==> src/rtl/deframer_if.sv <==
// Stream bundle for the deframer: packed word input stream, unpacked element
// output stream and the framing status outputs.
// slave modport = deframer side, master modport = upstream/downstream side.
interface deframer_if #(
  parameter int unsigned UnpackedWidth = 1,
  parameter int unsigned PackedWidth   = 8
);
  logic                     valid_i;
  logic                     ready_o;
  logic [PackedWidth-1:0]   data_i;
  logic                     valid_o;
  logic                     ready_i;
  logic [UnpackedWidth-1:0] unpacked_o;
  logic                     last_o;
  logic                     frame_ok_o;
  logic                     frame_err_o;
  logic [15:0]              err_count_o;

  modport master (
    output valid_i, data_i, ready_i,
    input  ready_o, valid_o, unpacked_o, last_o, frame_ok_o, frame_err_o, err_count_o
  );

  modport slave (
    input  valid_i, data_i, ready_i,
    output ready_o, valid_o, unpacked_o, last_o, frame_ok_o, frame_err_o, err_count_o
  );
endinterface

==> src/rtl/deframer.sv <==
// Length-based deframer: accepts PacketLenElems packed payload words, emits
// each as PackedNum elements (element 0 from the low bits first), then checks
// a two-word footer (TailByte0, TailByte1 on the low 8 bits of the word).
// A bad footer pulses frame_err_o once and hunts for TailByte0,TailByte1.
// Optional feature macro: DEFRAMER_ERR_COUNT_EN (saturating error counter on
// err_count_o; without it err_count_o is tied to zero).
module deframer #(
  parameter int unsigned UnpackedWidth  = 1,
  parameter int unsigned PackedNum      = 8,
  parameter int unsigned PackedWidth    = UnpackedWidth * PackedNum,
  parameter int unsigned PacketLenElems = 1024,
  parameter logic [7:0]  TailByte0      = 8'h0D,
  parameter logic [7:0]  TailByte1      = 8'h0A
) (
  input  logic      clk_i,
  input  logic      rst_i,
  deframer_if.slave bus
);
  localparam int unsigned CntW = (PacketLenElems > 1) ? $clog2(PacketLenElems) : 1;
  localparam int unsigned IdxW = (PackedNum > 1) ? $clog2(PackedNum) : 1;
  localparam logic [CntW-1:0] LastWord = CntW'(PacketLenElems - 1);
  localparam logic [IdxW-1:0] LastIdx  = IdxW'(PackedNum - 1);

  typedef enum logic [1:0] {
    ST_PAYLOAD = 2'd0,
    ST_TAIL0   = 2'd1,
    ST_TAIL1   = 2'd2,
    ST_RESYNC  = 2'd3
  } state_e;

  state_e                   state_q, state_d;
  logic                     armed_q, armed_d;
  logic [CntW-1:0]          word_cnt_q, word_cnt_d;
  logic [PackedWidth-1:0]   shreg_q, shreg_d;
  logic [IdxW-1:0]          idx_q, idx_d;
  logic                     last_word_q, last_word_d;
  logic                     valid_q, valid_d;
  logic [UnpackedWidth-1:0] elem_q, elem_d;
  logic                     last_q, last_d;
  logic                     ok_q, ok_d;
  logic                     err_q, err_d;

  logic                     out_xfer;
  logic                     final_xfer;
  logic                     ready;
  logic                     in_xfer;
  logic [PackedWidth+7:0]   data_ext;
  logic                     is_t0;
  logic                     is_t1;

  assign out_xfer   = valid_q && bus.ready_i;
  assign final_xfer = out_xfer && (idx_q == LastIdx);
  assign in_xfer    = bus.valid_i && ready;
  // Zero-extend so the footer compare also works for words narrower than 8 bits.
  assign data_ext   = {8'd0, bus.data_i};
  assign is_t0      = (data_ext[7:0] == TailByte0);
  assign is_t1      = (data_ext[7:0] == TailByte1);

  // Input acceptance: payload words may chain onto the last element, footer words wait for an empty unpacker.
  always_comb begin
    if (state_q == ST_PAYLOAD) begin
      ready = !valid_q || final_xfer;
    end else begin
      ready = !valid_q;
    end
  end

  // Next-state logic for the framing FSM, the unpacker and the status pulses.
  always_comb begin
    state_d     = state_q;
    armed_d     = armed_q;
    word_cnt_d  = word_cnt_q;
    shreg_d     = shreg_q;
    idx_d       = idx_q;
    last_word_d = last_word_q;
    valid_d     = valid_q;
    elem_d      = elem_q;
    last_d      = last_q;
    ok_d        = 1'b0;
    err_d       = 1'b0;

    // Output side: step to the next element or drain the unpacker.
    if (out_xfer) begin
      if (idx_q == LastIdx) begin
        valid_d = 1'b0;
        last_d  = 1'b0;
      end else begin
        elem_d  = shreg_q[UnpackedWidth-1:0];
        shreg_d = shreg_q >> UnpackedWidth;
        idx_d   = idx_q + IdxW'(1);
        last_d  = last_word_q && ((idx_q + IdxW'(1)) == LastIdx);
      end
    end else begin
      valid_d = valid_q;
    end

    // Input side: a payload load overrides the drain above when back-to-back.
    if (in_xfer) begin
      case (state_q)
        ST_PAYLOAD: begin
          elem_d      = bus.data_i[UnpackedWidth-1:0];
          shreg_d     = bus.data_i >> UnpackedWidth;
          idx_d       = IdxW'(0);
          valid_d     = 1'b1;
          last_word_d = (word_cnt_q == LastWord);
          last_d      = (word_cnt_q == LastWord) && (LastIdx == IdxW'(0));
          if (word_cnt_q == LastWord) begin
            word_cnt_d = CntW'(0);
            state_d    = ST_TAIL0;
          end else begin
            word_cnt_d = word_cnt_q + CntW'(1);
          end
        end
        ST_TAIL0: begin
          if (is_t0) begin
            state_d = ST_TAIL1;
          end else begin
            err_d   = 1'b1;
            armed_d = 1'b0;
            state_d = ST_RESYNC;
          end
        end
        ST_TAIL1: begin
          if (is_t1) begin
            ok_d       = 1'b1;
            word_cnt_d = CntW'(0);
            state_d    = ST_PAYLOAD;
          end else begin
            // A stray TailByte0 here may be the start of the real footer.
            err_d   = 1'b1;
            armed_d = is_t0;
            state_d = ST_RESYNC;
          end
        end
        ST_RESYNC: begin
          if (armed_q && is_t1) begin
            armed_d    = 1'b0;
            word_cnt_d = CntW'(0);
            state_d    = ST_PAYLOAD;
          end else begin
            armed_d = is_t0;
          end
        end
        default: begin
          armed_d    = 1'b0;
          word_cnt_d = CntW'(0);
          state_d    = ST_PAYLOAD;
        end
      endcase
    end else begin
      state_d = state_q;
    end
  end

  // State and registered-output flops with asynchronous reset.
  always_ff @(posedge clk_i or posedge rst_i) begin
    if (rst_i) begin
      state_q     <= ST_PAYLOAD;
      armed_q     <= 1'b0;
      word_cnt_q  <= CntW'(0);
      shreg_q     <= '0;
      idx_q       <= IdxW'(0);
      last_word_q <= 1'b0;
      valid_q     <= 1'b0;
      elem_q      <= '0;
      last_q      <= 1'b0;
      ok_q        <= 1'b0;
      err_q       <= 1'b0;
    end else begin
      state_q     <= state_d;
      armed_q     <= armed_d;
      word_cnt_q  <= word_cnt_d;
      shreg_q     <= shreg_d;
      idx_q       <= idx_d;
      last_word_q <= last_word_d;
      valid_q     <= valid_d;
      elem_q      <= elem_d;
      last_q      <= last_d;
      ok_q        <= ok_d;
      err_q       <= err_d;
    end
  end

  assign bus.ready_o     = ready;
  assign bus.valid_o     = valid_q;
  assign bus.unpacked_o  = elem_q;
  assign bus.last_o      = last_q;
  assign bus.frame_ok_o  = ok_q;
  assign bus.frame_err_o = err_q;

`ifdef DEFRAMER_ERR_COUNT_EN
  logic [15:0] err_cnt_q, err_cnt_d;

  // Saturating count of footer errors, stepped together with the error pulse.
  always_comb begin
    if (err_d && (err_cnt_q != 16'hFFFF)) begin
      err_cnt_d = err_cnt_q + 16'd1;
    end else begin
      err_cnt_d = err_cnt_q;
    end
  end

  // Error counter flop.
  always_ff @(posedge clk_i or posedge rst_i) begin
    if (rst_i) begin
      err_cnt_q <= 16'd0;
    end else begin
      err_cnt_q <= err_cnt_d;
    end
  end

  assign bus.err_count_o = err_cnt_q;
`else
  assign bus.err_count_o = 16'd0;
`endif

endmodule
==> src/flat_wrapper.sv <==
// flat-port wrapper written by rule: the top's interface ports become plain ports
module deframer_flat 
#(
  parameter int unsigned UnpackedWidth  = 1,
  parameter int unsigned PackedNum      = 8,
  parameter int unsigned PackedWidth    = UnpackedWidth * PackedNum,
  parameter int unsigned PacketLenElems = 1024,
  parameter logic [7:0]  TailByte0      = 8'h0D,
  parameter logic [7:0]  TailByte1      = 8'h0A
)
  (clk_i, rst_i, bus_valid_i, bus_data_i, bus_ready_i, bus_ready_o, bus_valid_o, bus_unpacked_o, bus_last_o, bus_frame_ok_o, bus_frame_err_o, bus_err_count_o);
  deframer_if #(.UnpackedWidth(UnpackedWidth), .PackedWidth(PackedWidth)) bus_i ();
  input  logic clk_i;
  input  logic rst_i;
  input wire logic [$bits(bus_i.valid_i)-1:0] bus_valid_i;
  input wire logic [$bits(bus_i.data_i)-1:0] bus_data_i;
  input wire logic [$bits(bus_i.ready_i)-1:0] bus_ready_i;
  output wire logic [$bits(bus_i.ready_o)-1:0] bus_ready_o;
  output wire logic [$bits(bus_i.valid_o)-1:0] bus_valid_o;
  output wire logic [$bits(bus_i.unpacked_o)-1:0] bus_unpacked_o;
  output wire logic [$bits(bus_i.last_o)-1:0] bus_last_o;
  output wire logic [$bits(bus_i.frame_ok_o)-1:0] bus_frame_ok_o;
  output wire logic [$bits(bus_i.frame_err_o)-1:0] bus_frame_err_o;
  output wire logic [$bits(bus_i.err_count_o)-1:0] bus_err_count_o;
  assign bus_i.valid_i = bus_valid_i;
  assign bus_i.data_i = bus_data_i;
  assign bus_i.ready_i = bus_ready_i;
  assign bus_ready_o = bus_i.ready_o;
  assign bus_valid_o = bus_i.valid_o;
  assign bus_unpacked_o = bus_i.unpacked_o;
  assign bus_last_o = bus_i.last_o;
  assign bus_frame_ok_o = bus_i.frame_ok_o;
  assign bus_frame_err_o = bus_i.frame_err_o;
  assign bus_err_count_o = bus_i.err_count_o;
  deframer #(.UnpackedWidth(UnpackedWidth), .PackedNum(PackedNum), .PackedWidth(PackedWidth), .PacketLenElems(PacketLenElems), .TailByte0(TailByte0), .TailByte1(TailByte1)) u_core (.clk_i(clk_i), .rst_i(rst_i), .bus(bus_i));
endmodule
==> config.mk <==
export PLATFORM = sky130hd
export DESIGN_NAME = deframer_flat
export DESIGN_NICKNAME = d
export VERILOG_FILES = /design/src/rtl/deframer_if.sv /design/src/rtl/deframer.sv /design/src/flat_wrapper.sv
export SDC_FILE = /design/constraint.sdc
export NUM_CORES = 1
export LEC_CHECK = 0
export ABC_AREA = 1
export BUFFER_PORTS_ARGS = -buffer_cell sky130_fd_sc_hd__buf_2
export CORE_MARGIN = 4
export CORE_UTILIZATION = 55
export DETAILED_ROUTE_END_ITERATION = 8
export PLACE_DENSITY = 0.79
export REMOVE_ABC_BUFFERS = 1
export SYNTH_ARGS = -nofsm -noshare
export SYNTH_HDL_FRONTEND = slang
export SYNTH_SLANG_ARGS = --single-unit
==> constraint.sdc <==
create_clock -name clk_i -period 1.8 [get_ports clk_i]
set_input_delay 0.45 -clock clk_i [delete_from_list [all_inputs] [get_ports clk_i]]
set_output_delay 0.45 -clock clk_i [all_outputs]
set_load 0.05 [all_outputs]
==> results.yml <==
clock_network:
  cts_buffers: 5
  cts_max_path_buffers: 2
  htreeDepth: 2
  cts.sinks: 30
  cts_tree: "built"
  cts_root_buffer: "clkbuf_4"
  path_clk_slew_ps: 100
  clk-insertion-delay-late_ps: 330
timing:
  fin_skew_ps: 5.93
  setup_viol: 1
  fmax_mhz: 541
  hold_violations: 0
  fin_crit_sh_pct: 103
  rsz0062_at_grt: "true"
  drv_slew: 0
  fin_crit_ps: 1850
  fin_ws_ps: -47.1
setup_path:
  critPathTopFamily: "flip-flops"
  crit_path_start: "u_core.idx_q[1]"
  required_ps: 1350
  worst_ep_arrival_time_ps: 1400
  cp_slowest_stage_delay_ps: 410
  critPathLaunchType: "flop"
  timing.rr.start: "u_core.idx_q[0]"
  crit_chain: "ha_2, ha_4, nand3_2, nand2_2, buf_8"
  cp.buffers_inverters: 1
  crit_path_max_fanout: 2
  cp_slowest_cell: "dfrtp_1"
  critPathCaptureType: "output port"
  setup.worst_path.class: "reg -> out"
placement:
  placedCellCount: 313
  io_buffers: 17
  dpl_cell_area_mm2: 0.00203
  gp_congestion: 0.885
  dp_hpwl_um: 2670
floorplanning:
  core_mm2: 0.00336
  die_w_um: 67.4
  initial_utilization_pct: 57.7
  die_h_um: 67.4
  num_rows: 21
  die_area_mm2: 0.00454
  ios: 34
final_layout:
  drive_gt1_share_pct: 22.5
  final_cell_area_mm2: 0.00222
  n_antenna_cell: 0
  area_growth_pct: 14.4
  post-route-util_pct: 66.0
  final_nets: 307
  final_cells: 331
yosys:
  yosysUniqueCellTypes: 29
  avgSynthCellArea_um2: 7.73
  synthCells: 251
  netlist_area_mm2: 0.00194
  ys_seq_area_share_pct: 38.7
  yosysWarningCount: 0
  synth-seq-cells: 30
power:
  p_per_area_mw_per_mm2: 1360
  vdd_drop_max_mv: 0.539
  power.leakage_nw: 1.16
flow_run:
  drv_cap: 0
grt:
  overflow: 0
  grt_pass1_vias: 1467
  antenna_found_initial: 0
  grt_max_degree: 31
  grt_pass1_wl_um: 6230
  grtUsageTotal_pct: 18.3
detailed_routing:
  routed_via_density: 4.92
  drt_iter0_drc: 84
  vias: 1627
  wirelength_um: 3960
  ant_nets: 0
  routedWlPerCell_um: 11.9
  drc: 0
  dr.pass1.iters: 4
status:
  outcome: "complete, but fails checks"
  failed_checks: "negative setup slack"
hold_path:
  min_path_type: "in -> async"
## flip-flops by register name, summed over array words and instances, names as in the netlist
signal	flops
u_core.word_cnt_q	10
u_core.shreg_q	8
u_core.idx_q	3
u_core.state_q	2
u_core.armed_q	1
u_core.bus.frame_err_o	1
u_core.bus.frame_ok_o	1
u_core.bus.last_o	1
u_core.bus.unpacked_o	1
u_core.bus.valid_o	1
u_core.last_word_q	1
## routing by layer
layer	GRT usage (%)	share of wire [%]
met5	0	0
met4	9.87	2.3
met3	4.33	3.4
met2	30.4	50
met1	21.9	44
## synthesized netlist by cell type (all sizes together)
| cell type | count | share of area (%) |
|---|---|---|
| nand2 | 76 | 16 |
| inv | 31 | 6.0 |
| dfrtp | 30 | 39 |
| nor2 | 23 | 5.4 |
| buf | 21 | 8.4 |
| o21ai | 21 | 6.8 |
| nand3 | 16 | 4.8 |
| ha | 10 | 6.4 |
| o211ai | 5 | 1.9 |
| a21oi | 3 | 0.77 |
| nand3b | 3 | 1.2 |
| nand4 | 3 | 0.97 |
| a31oi | 2 | 0.64 |
| xor2 | 2 | 0.90 |
| a21o | 1 | 0.39 |
| conb | 1 | 0.19 |
| nor3 | 1 | 0.26 |
| o21bai | 1 | 0.39 |
| or2 | 1 | 0.32 |
## power by group
part	leakage, nW	total [W]	switching, W	internal, W
sequential	0.383	0.00103	0.000146	0.000887
combinational	0.746	0.00160	0.000996	0.000608
clock	0.0308	0.000373	0.000233	0.000140
## worst paths after layout
| kind | to | slack, ps | cells past startpoint |
|---|---|---|---|
| worst max register to register | u_core.shreg_q[1] | 100 | 11 |
| worst max-delay path | bus_ready_o | -50 | 5 |
| worst min register to register | u_core.shreg_q[7] | 510 | 2 |
| worst min-delay path | u_core.word_cnt_q[5] | 180 | 3 |
| min in group clk_i | u_core.shreg_q[3] | 370 | 3 |
| max in group asynchronous | u_core.state_q[0] | 1320 | 3 |
## worst register-to-register path, delay by kind of cell, from the launching register on
kind | cells | cell delay (ps)
AO/OA/AOI/OAI | 2 | 190
adder cells (fa/ha/maj) | 2 | 340
buffers and inverters | 3 | 370
flip-flops | 1 | 380
AND/OR/NAND/NOR | 4 | 310
## cells in the final DEF, fill, tap and decap left out
cell,count
a31oi_1,2
o21ai_0,8
ha_4,1
dfrtp_1,28
nor3_1,1
inv_2,2
o21ai_2,7
clkbuf_16,1
nand2_1,71
a21oi_1,3
clkbuf_4,5
nand3b_1,3
or2_2,1
nor2_2,1
buf_4,13
nand2_4,2
nand4_1,3
o21ai_1,6
clkinv_2,2
ha_2,1
a21o_1,1
o21bai_1,1
o211ai_1,5
buf_8,1
nand2_2,3
buf_2,16
nand3_4,2
dfrtp_2,2
nor2_1,20
nand3_1,14
nand3_2,1
ha_1,8
conb_1,16
xor2_1,2
buf_12,1
inv_1,29
nor2_4,2
## area by class of cell
cell class              count  area [um^2]
clock buffers               5         37.5
clock inverters             2         10.0
fillers                   297         1140
inverters                  31          116
multi-input cells         185         1010
flip-flops and latches     30          753
well taps                  46         57.6
repair buffers             32          238
## kinds of logic (layout without fill, tap and decap cells)
logic type	count (synthesis)	count (layout)	share of synthesized area, %
adders and majority gates	10	10	6.45
and+or+nand+nor	123	124	28.4
buffers and inverters	52	70	14.4
other	1	16	0.193
AOI/OAI and AO/OA	33	33	10.9
xor gates and xnor gates	2	2	0.903
DFF	30	30	38.7
## metrics by stage
| stage | hold slack, ps | setup slack, ps | TNS (ps) | total power, W |
|---|---|---|---|---|
| after detailed placement | 480 | 141 | 0 | 0.00241 |
| final | 181 | -47.1 | -47.1 | 0.00301 |
| after CTS | 186 | -35.2 | -35.2 | 0.00291 |
| after global routing | 208 | -104 | -104 | 0.00326 |
| after floorplan | 454 | -100 | -503 | 0.00207 |
| after global placement | 478 | 149 | 0 | 0.00237 |
## timing repair
| action | in CTS | in global routing |
|---|---|---|
| cloned | 0 | 2 |
| setup buffers | 6 | 3 |
| pin swaps | 3 | 2 |
| setup endpoints to repair | 1 | 18 |
| gates resized for setup | 9 | 3 |
| hold buffers | 0 | 0 |
Note: power is estimated with default switching activity, not from simulation.
